[config.mk]
export PLATFORM = sky130hd
export DESIGN_NAME = route_comp_pipe
export DESIGN_NICKNAME = d
export VERILOG_FILES = /design/src/rtl/route_comp_pipe_pkg.sv /design/src/rtl/route_comp_core.sv /design/src/rtl/route_comp_pipe.sv
export SDC_FILE = /design/constraint.sdc
export NUM_CORES = 1
export LEC_CHECK = 0
export CAP_MARGIN = 20
export CORE_MARGIN = 2
export CORE_UTILIZATION = 40
export DETAILED_ROUTE_END_ITERATION = 12
export PLACE_DENSITY = 0.72
export SYNTH_ARGS = -nofsm -noshare
export SYNTH_HDL_FRONTEND = slang
export SYNTH_SLANG_ARGS = --single-unit
[constraint.sdc]
create_clock -name clk -period 2.9 [get_ports clk]
set_input_delay 0.58 -clock clk [delete_from_list [all_inputs] [get_ports clk]]
set_output_delay 0.58 -clock clk [all_outputs]
set_load 0.05 [all_outputs]
[src/rtl/route_comp_pipe_pkg.sv]
// route_comp_pipe shared constants: port order and direction codes.
// Optional torus build is selected by ROUTE_COMP_TORUS_EN.
package route_comp_pipe_pkg;

    localparam int P_W = 0;
    localparam int P_E = 1;
    localparam int P_S = 2;
    localparam int P_N = 3;
    localparam int P_L = 4;

    localparam int NUM_PORT_DEF = 5;

    localparam int DIR_W = 0;
    localparam int DIR_E = 1;
    localparam int DIR_S = 2;
    localparam int DIR_N = 3;
    localparam int DIR_L = 4;

endpackage

[src/rtl/route_comp_core.sv]
// Combinational next-hop and productive-port computation.
// ROUTE_COMP_TORUS_EN selects wrap-around, torus-minimal routing.
module route_comp_core
    import route_comp_pipe_pkg::*;
#(
    parameter int SIZE_X      = 4,
    parameter int SIZE_Y      = 4,
    parameter int WIDTH_COORD = 2,
    parameter int NUM_PORT    = NUM_PORT_DEF,
    parameter int OUT_DIR     = DIR_L
) (
    input  logic [WIDTH_COORD-1:0] cur_x,
    input  logic [WIDTH_COORD-1:0] cur_y,
    input  logic [WIDTH_COORD-1:0] dst_x,
    input  logic [WIDTH_COORD-1:0] dst_y,
    output logic [NUM_PORT-1:0]    prod,
    output logic                   err
);

    localparam int CW = WIDTH_COORD + 1;
    localparam logic [CW-1:0] SX  = CW'(SIZE_X);
    localparam logic [CW-1:0] SY  = CW'(SIZE_Y);
    localparam logic [CW-1:0] ONE = CW'(1);

    logic [CW-1:0] cx, cy, dx, dy, nx, ny;
    logic          edge_err;
    logic          range_err;
    // {plus, minus} per dimension
    logic [1:0]    dir_x, dir_y;

    assign cx = {1'b0, cur_x};
    assign cy = {1'b0, cur_y};
    assign dx = {1'b0, dst_x};
    assign dy = {1'b0, dst_y};

`ifdef ROUTE_COMP_TORUS_EN
    // Shortest way round the ring; a half-ring tie offers both ways.
    function automatic logic [1:0] torus_dir(
        input logic [CW-1:0] d,
        input logic [CW-1:0] n,
        input logic [CW-1:0] s
    );
        logic [CW-1:0] m;
        logic [CW:0]   m2;
        m  = (d >= n) ? d - n : d + s - n;
        m2 = {m, 1'b0};
        if (m == '0)
            return 2'b00;
        else if (m2 < {1'b0, s})
            return 2'b10;
        else if (m2 > {1'b0, s})
            return 2'b01;
        else
            return 2'b11;
    endfunction
`endif

    // Next-hop coordinate of the neighbour this instance feeds.
    always_comb begin
        nx       = cx;
        ny       = cy;
        edge_err = 1'b0;
        case (OUT_DIR)
            DIR_W: begin
`ifdef ROUTE_COMP_TORUS_EN
                nx = (cx == '0) ? SX - ONE : cx - ONE;
`else
                edge_err = (cx == '0);
                nx       = cx - ONE;
`endif
            end
            DIR_E: begin
`ifdef ROUTE_COMP_TORUS_EN
                nx = (cx == SX - ONE) ? '0 : cx + ONE;
`else
                edge_err = (cx == SX - ONE);
                nx       = cx + ONE;
`endif
            end
            DIR_S: begin
`ifdef ROUTE_COMP_TORUS_EN
                ny = (cy == '0) ? SY - ONE : cy - ONE;
`else
                edge_err = (cy == '0);
                ny       = cy - ONE;
`endif
            end
            DIR_N: begin
`ifdef ROUTE_COMP_TORUS_EN
                ny = (cy == SY - ONE) ? '0 : cy + ONE;
`else
                edge_err = (cy == SY - ONE);
                ny       = cy + ONE;
`endif
            end
            default: ;
        endcase
    end

    // Per-dimension direction relative to the next hop.
    always_comb begin
`ifdef ROUTE_COMP_TORUS_EN
        dir_x = torus_dir(dx, nx, SX);
        dir_y = torus_dir(dy, ny, SY);
`else
        dir_x = {dx > nx, dx < nx};
        dir_y = {dy > ny, dy < ny};
`endif
    end

    // Productive vector; any error forces an empty vector.
    always_comb begin
        range_err = (dx >= SX) || (dy >= SY);
        err       = range_err || edge_err;
        prod      = '0;
        if (!err) begin
            prod[P_W] = dir_x[0];
            prod[P_E] = dir_x[1];
            prod[P_S] = dir_y[0];
            prod[P_N] = dir_y[1];
            prod[P_L] = (dir_x == 2'b00) && (dir_y == 2'b00);
        end
    end

endmodule

[src/rtl/route_comp_pipe.sv]
// Registered route-computation stage with a 2-entry output FIFO.
// ROUTE_COMP_TORUS_EN enables torus routing in route_comp_core.
module route_comp_pipe
    import route_comp_pipe_pkg::*;
#(
    parameter int SIZE_X      = 4,
    parameter int SIZE_Y      = 4,
    parameter int WIDTH_COORD = 2,
    parameter int NUM_PORT    = NUM_PORT_DEF,
    parameter int OUT_DIR     = DIR_W,
    parameter int TAG_W       = 8
) (
    input  logic                   clk,
    input  logic                   rst_n,
    input  logic [WIDTH_COORD-1:0] cur_x,
    input  logic [WIDTH_COORD-1:0] cur_y,
    input  logic                   in_valid,
    output logic                   in_ready,
    input  logic [WIDTH_COORD-1:0] in_dst_x,
    input  logic [WIDTH_COORD-1:0] in_dst_y,
    input  logic [TAG_W-1:0]       in_tag,
    output logic                   out_valid,
    input  logic                   out_ready,
    output logic [NUM_PORT-1:0]    out_prod,
    output logic                   out_err,
    output logic [TAG_W-1:0]       out_tag
);

    localparam int EW = NUM_PORT + 1 + TAG_W;

    logic [NUM_PORT-1:0] new_prod;
    logic                new_err;
    logic [EW-1:0]       entry;
    logic [EW-1:0]       head;
    logic [EW-1:0]       tail;
    logic [1:0]          cnt;
    logic [1:0]          cnt_next;
    logic                push;
    logic                pop;

    route_comp_core #(
        .SIZE_X      (SIZE_X),
        .SIZE_Y      (SIZE_Y),
        .WIDTH_COORD (WIDTH_COORD),
        .NUM_PORT    (NUM_PORT),
        .OUT_DIR     (OUT_DIR)
    ) u_core (
        .cur_x (cur_x),
        .cur_y (cur_y),
        .dst_x (in_dst_x),
        .dst_y (in_dst_y),
        .prod  (new_prod),
        .err   (new_err)
    );

    assign entry     = {new_prod, new_err, in_tag};
    assign push      = in_valid && in_ready;
    assign pop       = out_valid && out_ready;
    assign out_valid = (cnt != 2'd0);
    assign {out_prod, out_err, out_tag} = head;

    // Occupancy after this cycle's push/pop.
    always_comb begin
        cnt_next = cnt;
        case ({push, pop})
            2'b10:   cnt_next = cnt + 2'd1;
            2'b01:   cnt_next = cnt - 2'd1;
            default: ;
        endcase
    end

    // Head/tail storage; head always drives the outputs directly.
    always_ff @(posedge clk or negedge rst_n) begin
        if (!rst_n) begin
            cnt      <= 2'd0;
            in_ready <= 1'b1;
            head     <= '0;
            tail     <= '0;
        end else begin
            cnt      <= cnt_next;
            in_ready <= (cnt_next < 2'd2);
            if (push && (cnt == 2'd0 || pop))
                head <= entry;
            else if (pop && cnt == 2'd2)
                head <= tail;
            if (push && !pop && cnt == 2'd1)
                tail <= entry;
        end
    end

endmodule

==> metrics.md, run 1 <==
| Metric | Value |
|---|---|
| Crit path kind | `reg -> out` |
| Core area | `3716 sq um` |
| Part of the cycle the worst path needs | `0.8488` |
| Number of synthesized flops with an enable pin | `0` |
| Total wire length | `3041 um` |
| Slew Limit Headroom | `0.6621` |
| Ys flop type | `dfrtp_1` |
| Worst setup EP type | `output pin` |
| Inserted Clock Buffers | `5` |
| Cell with the most instances after synthesis | `dfrtp_1` |
| Worst slew pin tran | `505.3 ps` |
| CP bufs+invs | `3` |
| Die Area | `4433 sq um` |
| Post-synth cell types | `27` |
| Clock tree buffer depth | `2` |
| Initial antenna violation count | `0` |
| Cell type with the highest aggregate area in the netlist | `dfrtp_1` |
| Depth of the worst register-to-register path | `8` |
| Most frequent cells after synthesis | `dfrtp_1 (30), a21oi_1 (16), mux2i_1 (16), inv_1 (13), nand2_1 (13)` |
| Reg clk slew, reported paths | `60 ps` |
| FFs w/ async S/R, synth | `1.000` |
| Post-Syn Instances | `146` |
| Power density over the cells | `1131 nW/um^2` |
| Final setup TNS | `0 ps` |
| Die H | `66.58 um` |
| Critical Path RT | `2320 ps` |
| Detailed placement HPWL | `2360 um` |
| CTS tree | `yes` |
| Number of cells on the worst hold path | `2` |
| Layout area overhead | `33.15%` |
| I/O Buffers | `35` |
| Crit path cell chain | `inv_1 -> ha_1 -> inv_2 -> clkdlybuf4s50_1` |
| Tmin final | `2461 ps` |
| Nets | `218` |
| FF+latch count, synth | `31` |
| Avg Cell Area, Syn | `10.73 sq um` |
| Critical path depth | `4` |
| Worst-path fanout max | `4` |
| Mapped Area | `1567 sq um` |
| Starting Density | `0.4215` |
| Final Power | `2.359 mW` |
| Post-route ant nets | `0` |
| DRC violations left | `0` |
| Final Hold Viols | `0` |
| Initial DRC Count | `46` |
| Clk root buf | `clkbuf_8` |
| Synth top area cells | `dfrtp_1 (48%), mux2i_1 (10%), ha_1 (8.8%), mux2_2 (5.8%), a21oi_1 (5.1%)` |
| WL/cell | `12.89 um` |
| Largest stage delay on the critical path | `790 ps` |
| Grt total ovfl | `0` |
| Max Clock Freq | `406.3 MHz` |
| Crit path max-delay cell type | `clkdlybuf4s50_1` |
| Worst Hold Class | `reg -> reg` |
| Worst EP arrival | `1880 ps` |
| First-pass GRT wire length | `5326 um` |
| Hold_buf cts | `0` |
| Net Count, Synth | `177` |
| Routed via count | `1,169` |
| Final setup fails | `0` |
| Placer congestion estimate | `0.8083` |
| Final Skew | `1.315 ps` |
| Num ports | `36` |
| Ys Warns | `0` |
| Max_cap viols | `0` |
| Max IR drop VDD | `0.4859 mV` |
| Clk_lat worst skew | `280 ps` |
| Clk sinks | `31` |
| H-tree levels | `2` |
| Fraction of layout cells with a size suffix above 1 | `0.1489` |
| Seq/Total Area, Yosys | `0.4960` |
| Drt first pass iters | `4` |
| CP startpoint kind | `flop` |
| Slew Viols, Final | `0` |
| Ant diodes | `0` |
| Post-CTS setup repair buffer count | `0` |
| Min Hold Slack | `485.0 ps` |
| GRT Overall Usage | `0.1607` |
| Delay-heaviest family, CP | `buffers and inverters` |
| Die W | `66.58 um` |
| Number of global-route vias before repair | `1,257` |
| Unrepaired setup endpoints after global routing | `false` |
| Leakage | `1.049 nW` |
| Floorplan row count | `22` |
| Post-synth top area share | `0.4792` |
| Outcome | `finished clean` |
| DR vias/cell | `4.953` |
| CTS-repair resized insts | `0` |
| Largest net degree at the start of global routing | `32` |
## cell usage in the layout, fill, tap and decap left out, drive strengths merged, types with 4 or more instances in the layout
cell	n
a21oi	16
buf	4
clkbuf	6
clkdlybuf4s50	35
dfrtp	30
ha	11
inv	15
mux2	8
mux2i	16
nand2	15
nor2	10
o21ai	9
## worst reg2reg max path, cell delays in order (launching register included)
cell and delay, ps:
dfrtp_1 390, inv_1 80, ha_1 260, inv_2 80
nand2_2 60, ha_1 210, nand2_1 90, buf_4 200
mux2_2 350
## power breakdown
part           switching [mW]  leakage, nW  internal [mW]
Sequential              0.109        0.372          0.638
Clock                   0.159       0.0612          0.278
Combinational           0.722        0.616          0.453
Total                   0.990         1.05           1.37
## sequential cells by signal (all words and copies together), names as in the netlist
name / flops
tail: 14
in_ready: 1
head: 14
cnt: 2
## area by class of cell
cell class              instances  area, sq um
fillers                       349         1630
inverters                      15        56.30
clock inverters                 2        35.03
clock buffers                   6        82.58
repair buffers                 39        380.4
multi-input cells              95        694.4
flip-flops and latches         31        777.0
well taps                      48        60.06
## metal layers
metal,track usage,routed length [um],vias to the layer above
met5,0,0,-
met4,0.09184,76,0
met3,0.02703,117,6
met2,0.2913,1588,24
met1,0.1752,1258,561
li1,-,-,578
## final timing paths
| path | slack [ps] | start | to |
|---|---|---|---|
| max in group asynchronous | 1900 | rst_n | in_ready |
| hold reg to reg | 490 | tail[12] | tail[12] |
| min in group asynchronous | 690 | rst_n | head[10] |
| setup / recovery | 440 | cnt[0] | out_valid |
| hold / removal | 490 | tail[12] | tail[12] |
| setup reg to reg | 1070 | cnt[0] | tail[7] |
## cell families after synthesis
kind of cell,synth area share
DFF,0.4960
AOI/OAI and AO/OA,0.1070
and+or+nand+nor,0.08868
muxes,0.1597
buffers and inverters,0.06070
adders and majority gates,0.08786
## stage by stage
step / setup slack [ps] / cell area [sq um] / cells / utilization
3_3_place_gp: 411.2 / 1968 / 228 / 0.5296
3_5_place_dp: 350.7 / 1968 / 228 / 0.5296
2_1_floorplan: 966.4 / 1567 / 146 / -
6_report: 438.5 / 2086 / 236 / 0.5613
5_1_grt: 358.2 / 2086 / 236 / 0.5613
4_1_cts: 425.1 / 2086 / 236 / 0.5613
Note: power is estimated with default switching activity, not from simulation.
==> run 2, diff against run 1 <==
clock period = 2.3 ns   (was 2.9 ns; I/O delays follow)
==> metrics.md, run 2 (synthesized netlist as in run 1, its figures left out) <==
| Metric | Value |
|---|---|
| Final Hold Viols | `0` |
| Tmin final | `2146 ps` |
| Worst Hold Class | `reg -> reg` |
| Outcome | `finished clean` |
| Slew Limit Headroom | `0.3214` |
| Max IR drop VDD | `0.4730 mV` |
| Part of the cycle the worst path needs | `0.9329` |
| R2R Setup Slk | `370 ps` |
| Placer congestion estimate | `0.7516` |
| DRC violations left | `0` |
| Num ports | `36` |
| Leakage | `1.053 nW` |
| Post-route cell area | `2086 sq um` |
| Reg power frac | `0.325` |
| Initial DRC Count | `43` |
| Drt first pass iters | `4` |
| Most common cell after layout, fill and taps aside | `clkdlybuf4s50_1` |
| Largest stage delay on the critical path | `450 ps` |
| Routed via count | `1,175` |
| Crit path cell chain | `clkdlybuf4s50_1 -> inv_1 -> ha_1 -> ha_1 -> nand2b_1 -> a211oi_1 -> buf_4 -> nand2_1 -> o21ai_0` |
| Crit path max-delay cell type | `clkdlybuf4s50_1` |
| Clk sinks | `31` |
| CTS tree | `yes` |
| Sw frac | `0.4285` |
| Clk_lat worst skew | `270 ps` |
| Detailed placement HPWL | `2356 um` |
| Worst EP arrival | `2330 ps` |
| Clk pwr share | `0.159` |
| Unrepaired setup endpoints after global routing | `false` |
| Hold_buf cts | `0` |
| Power density over the cells | `1385 nW/um^2` |
| WHS Endpoint | `tail[9]` |
| Inserted Clock Buffers | `5` |
| Layout area overhead | `33.15%` |
| Register area | `777.0 sq um` |
| Floorplan row count | `22` |
| H-tree levels | `2` |
| Number of cells on the worst hold path | `2` |
| Max_cap viols | `0` |
| Starting Density | `0.4215` |
| Logic pwr share | `0.516` |
| Initial antenna violation count | `0` |
| Total wire length | `3161 um` |
| Crit path kind | `in -> reg` |
| Final setup fails | `0` |
| Die Area | `4433 sq um` |
| First-pass GRT wire length | `5451 um` |
| Worst-path fanout max | `2` |
| Fraction of layout cells with a size suffix above 1 | `0.1534` |
| DP Area | `1986 sq um` |
| Int Power | `1.651 mW` |
| Sw Pwr | `1.238 mW` |
| Final Util | `0.5613` |
| Max Clock Freq | `466.1 MHz` |
| Critical Path RT | `2490 ps` |
| Worst setup EP type | `flop` |
| Clock tree buffer depth | `2` |
| WL/cell | `13.34 um` |
| Reg2reg start | `cnt[0]` |
| # fillers | `319` |
| Slew Viols, Final | `0` |
| CTS-repair resized insts | `0` |
| Largest net degree at the start of global routing | `32` |
| Post-route ant nets | `0` |
| Area occupied by multi-input gates | `694.4 sq um` |
| Worst slew pin tran | `1018 ps` |
| Die W | `66.58 um` |
| Hold Crit Start | `tail[9]` |
| DR vias/cell | `4.958` |
| I/O Buffers | `35` |
| Final Skew | `2.390 ps` |
| Nets | `219` |
| Grt total ovfl | `0` |
| Commonest non-fill, non-tap cells in the layout | `clkdlybuf4s50_1 (34), dfrtp_1 (30), mux2i_1 (16), a21oi_1 (16)` |
| Min Hold Slack | `478.8 ps` |
| Post-CTS setup repair buffer count | `0` |
| Ant diodes | `0` |
| Reg clk slew, reported paths | `60 ps` |
| Most frequent CP cell | `ha_1` |
| Largest registers | `head: 14 flops, tail: 14 flops, cnt: 2 flops` |
| R2R Path End | `head[13]` |
| Clk root buf | `clkbuf_8` |
| Die H | `66.58 um` |
| Core area | `3716 sq um` |
| CP startpoint kind | `input pin` |
| GRT Overall Usage | `0.1649` |
| Depth of the worst register-to-register path | `4` |
| Number of global-route vias before repair | `1,221` |
[run 2: cell types whose count changed in the layout (fill, tap and decap cells not counted), sizes merged]
cell / change
clkbuf: +2
clkdlybuf4s50: -1
bufinv: -1
clkinv: -1
buf: +2
[run 2: power by group through the flow]
stage               Clock (mW)  Combinational (mW)  Sequential, mW
finish                   0.459                1.49           0.939
global route             0.498                1.61           0.970
CTS                      0.474                1.51           0.944
detailed placement           0                1.51           0.953
global placement             0                1.45           0.936
floorplan                    0               0.616            1.36
[run 2: worst max-delay path, delay by kind of cell]
family                   cells  cell delay [ps]
AND/OR/NAND/NOR              2              110
buffers and inverters        3              680
adder cells (fa/ha/maj)      2              590
AO/OA/AOI/OAI                2              490
[run 2: worst max-delay path by stage]
stage / endpoint / depth (start not counted) / start / slack (ps)
finish: tail[10] / 9 / cur_x[0] / 150
global route: head[10] / 9 / cur_x[1] / 30
CTS: tail[10] / 9 / cur_x[0] / 170
detailed placement: tail[10] / 9 / cur_x[0] / -120
global placement: head[10] / 9 / cur_x[0] / -60
floorplan: tail[0] / 8 / cnt[0] / 410
[run 2: area by class of cell]
type,count,share of cell area
inverter,15,0.02699
sequential,31,0.3725
clock buffer,8,0.04799
tap,48,0.02879
timing repair buffer,40,0.1908
multi-input combinational,95,0.3329
[run 2: per-stage QoR]
step | worst slack (ps) | std cells | TNS [ps] | total power, mW
after global routing | 34.18 | 237 | 0 | 3.078
after floorplan | 405.1 | 146 | 0 | 1.980
after CTS | 167.7 | 237 | 0 | 2.925
final | 154.4 | 237 | 0 | 2.889
after detailed placement | -120.9 | 229 | -347.4 | 2.459
after global placement | -55.23 | 229 | -78.98 | 2.390
[run 2: layer usage]
| metal | routed length, um | up-vias | GRT usage | part of all wire |
|---|---|---|---|---|
| met1 | 1341 | 574 | 0.1845 | 0.42 |
| li1 | - | 573 | - | - |
| met4 | 54 | 0 | 0.06888 | 0.017 |
| met2 | 1658 | 23 | 0.2975 | 0.52 |
| met3 | 107 | 5 | 0.03885 | 0.034 |
| met5 | 0 | - | 0 | 0 |
==> run 3, diff against run 2 <==
DONT_BUFFER_PORTS = 1   (was not set)
PLACE_DENSITY = 0.6   (was 0.72)
==> metrics.md, run 3 (synthesized netlist as in run 1, its figures left out) <==
| Metric | Value |
|---|---|
| Outcome | `finished clean` |
| Final setup fails | `0` |
| DR vias/cell | `5.020` |
| Power density over the cells | `1513 nW/um^2` |
| First-pass GRT wire length | `4761 um` |
| Reg power frac | `0.515` |
| Post-CTS setup repair buffer count | `0` |
| Dpl cells | `193` |
| Slew Viols, Final | `0` |
| Die W | `66.58 um` |
| CP startpoint kind | `flop` |
| Most frequent CP cell | `ha_1` |
| CTS tree | `yes` |
| Worst-path fanout max | `12` |
| Num ports | `36` |
| Nets | `185` |
| Total wire length | `2777 um` |
| Inserted Clock Buffers | `5` |
| Placer congestion estimate | `0.7579` |
| Critical Path RT | `2470 ps` |
| Int Power | `1.460 mW` |
| Final Hold Viols | `0` |
| Clk sinks | `31` |
| Layout area overhead | `11.74%` |
| Worst Hold Class | `in -> async` |
| # fillers | `350` |
| Worst EP arrival | `2140 ps` |
| Clock tree buffer depth | `2` |
| Detailed placement HPWL | `2070 um` |
| Final non-filler cell total | `202` |
| Clk root buf | `clkbuf_8` |
| Crit path kind | `reg -> reg` |
| Commonest non-fill, non-tap cells in the layout | `dfrtp_1 (30), mux2i_1 (16), a21oi_1 (16), inv_1 (13), nand2_1 (13)` |
| Setup ws final | `326.6 ps` |
| Post-route ant nets | `0` |
| Tmin final | `1973 ps` |
| WL/cell | `13.75 um` |
| Largest registers | `head: 14 flops, tail: 14 flops, cnt: 2 flops` |
| Largest net degree at the start of global routing | `31` |
| Dpl ws | `302.3 ps` |
| Ant diodes | `0` |
| Worst setup EP type | `flop` |
| Crit path max-delay cell type | `dfrtp_1` |
| Crit path cell chain | `inv_1 -> ha_1 -> inv_2 -> nand2_2 -> ha_1 -> nand2_1 -> buf_4 -> nor3b_1 -> a21o_1` |
| Sw Pwr | `1.188 mW` |
| GRT Overall Usage | `0.1472` |
| Largest stage delay on the critical path | `400 ps` |
| Worst slew pin tran | `494.1 ps` |
| I/O Buffers | `0` |
| H-tree levels | `2` |
| Initial DRC Count | `49` |
| Number of global-route vias before repair | `1,050` |
| Fraction of layout cells with a size suffix above 1 | `0.1753` |
| Leakage | `0.9159 nW` |
| Most common cell after layout, fill and taps aside | `dfrtp_1` |
| Routed via count | `1,014` |
| Clk_lat worst skew | `270 ps` |
| Initial antenna violation count | `0` |
| Slew Limit Headroom | `0.6706` |
| Core area | `3716 sq um` |
| Logic pwr share | `0.297` |
| Floorplan row count | `22` |
| CTS-repair resized insts | `0` |
| Sw frac | `0.4487` |
| Max Clock Freq | `506.7 MHz` |
| Grt total ovfl | `0` |
| Reg clk slew, reported paths | `60 ps` |
| Clk pwr share | `0.188` |
| Die Area | `4433 sq um` |
| Die H | `66.58 um` |
| Max IR drop VDD | `0.3697 mV` |
| Drt first pass iters | `4` |
| Part of the cycle the worst path needs | `0.8580` |
| Starting Density | `0.4215` |
| Final setup TNS | `0 ps` |
| Max_cap viols | `0` |
| Final Skew | `4.435 ps` |
| DRC violations left | `0` |
| Unrepaired setup endpoints after global routing | `false` |
| Min Hold Slack | `23.47 ps` |
run 3: layout make-up:
cell class / count / area [sq um] / share of cell area
well taps: 48 / 60.06 / 0.03431
inverters: 15 / 56.30 / 0.03217
clock inverters: 1 / 30.03 / 0.01716
flip-flops and latches: 31 / 777.0 / 0.4439
clock buffers: 6 / 72.57 / 0.04146
multi-input cells: 95 / 694.4 / 0.3967
repair buffers: 6 / 60.06 / 0.03431
run 3: layer usage:
| metal | routed length (um) | share of wire | up-vias | GRT usage |
|---|---|---|---|---|
| li1 | - | - | 508 | - |
| met1 | 1205 | 0.43 | 474 | 0.1731 |
| met2 | 1352 | 0.49 | 28 | 0.2313 |
| met3 | 176 | 0.063 | 4 | 0.05574 |
| met4 | 44 | 0.016 | 0 | 0.07908 |
| met5 | 0 | 0 | - | 0 |
run 3: worst paths after layout:
path                                start  endpoint  slack [ps]  cells after the start
worst max-delay path               cnt[0]  tail[11]         330                      9
worst min-delay path                rst_n  in_ready          20                      0
worst max register to register     cnt[0]  tail[11]         330                      9
worst min register to register   tail[10]  tail[10]         490                      2
max in group asynchronous           rst_n   tail[0]        1520                      2
min in group clk                in_tag[7]   tail[7]         330                      1
run 3: worst max-delay path: cells and delay by family, from the launching register on:
family | cells | cell delay (ps)
buf+inv | 3 | 410
fa+ha+maj | 2 | 470
flops | 1 | 400
simple gates | 3 | 430
compound gates | 1 | 150
run 3: power by group through the flow:
stage	sequential (mW)	combinational [mW]	clock, mW
final	1.37	0.786	0.498
after global routing	1.41	0.904	0.537
after CTS	1.37	0.796	0.517
after detailed placement	1.38	0.777	0
after global placement	1.37	0.745	0
after floorplan	1.36	0.616	0
run 3: what timing repair did:
action | CTS | global route
endpoints found under the setup margin | 0 | 0
hold buffers | 2 | 0
endpoints found under the hold margin | 30 | 0
run 3: stage by stage:
| step | area (sq um) | total power [mW] | util |
|---|---|---|---|
| floorplan | 1567 | 1.980 | - |
| global placement | 1618 | 2.115 | 0.4354 |
| detailed placement | 1618 | 2.157 | 0.4354 |
| CTS | 1750 | 2.681 | 0.4710 |
| global route | 1750 | 2.847 | 0.4710 |
| finish | 1750 | 2.649 | 0.4710 |
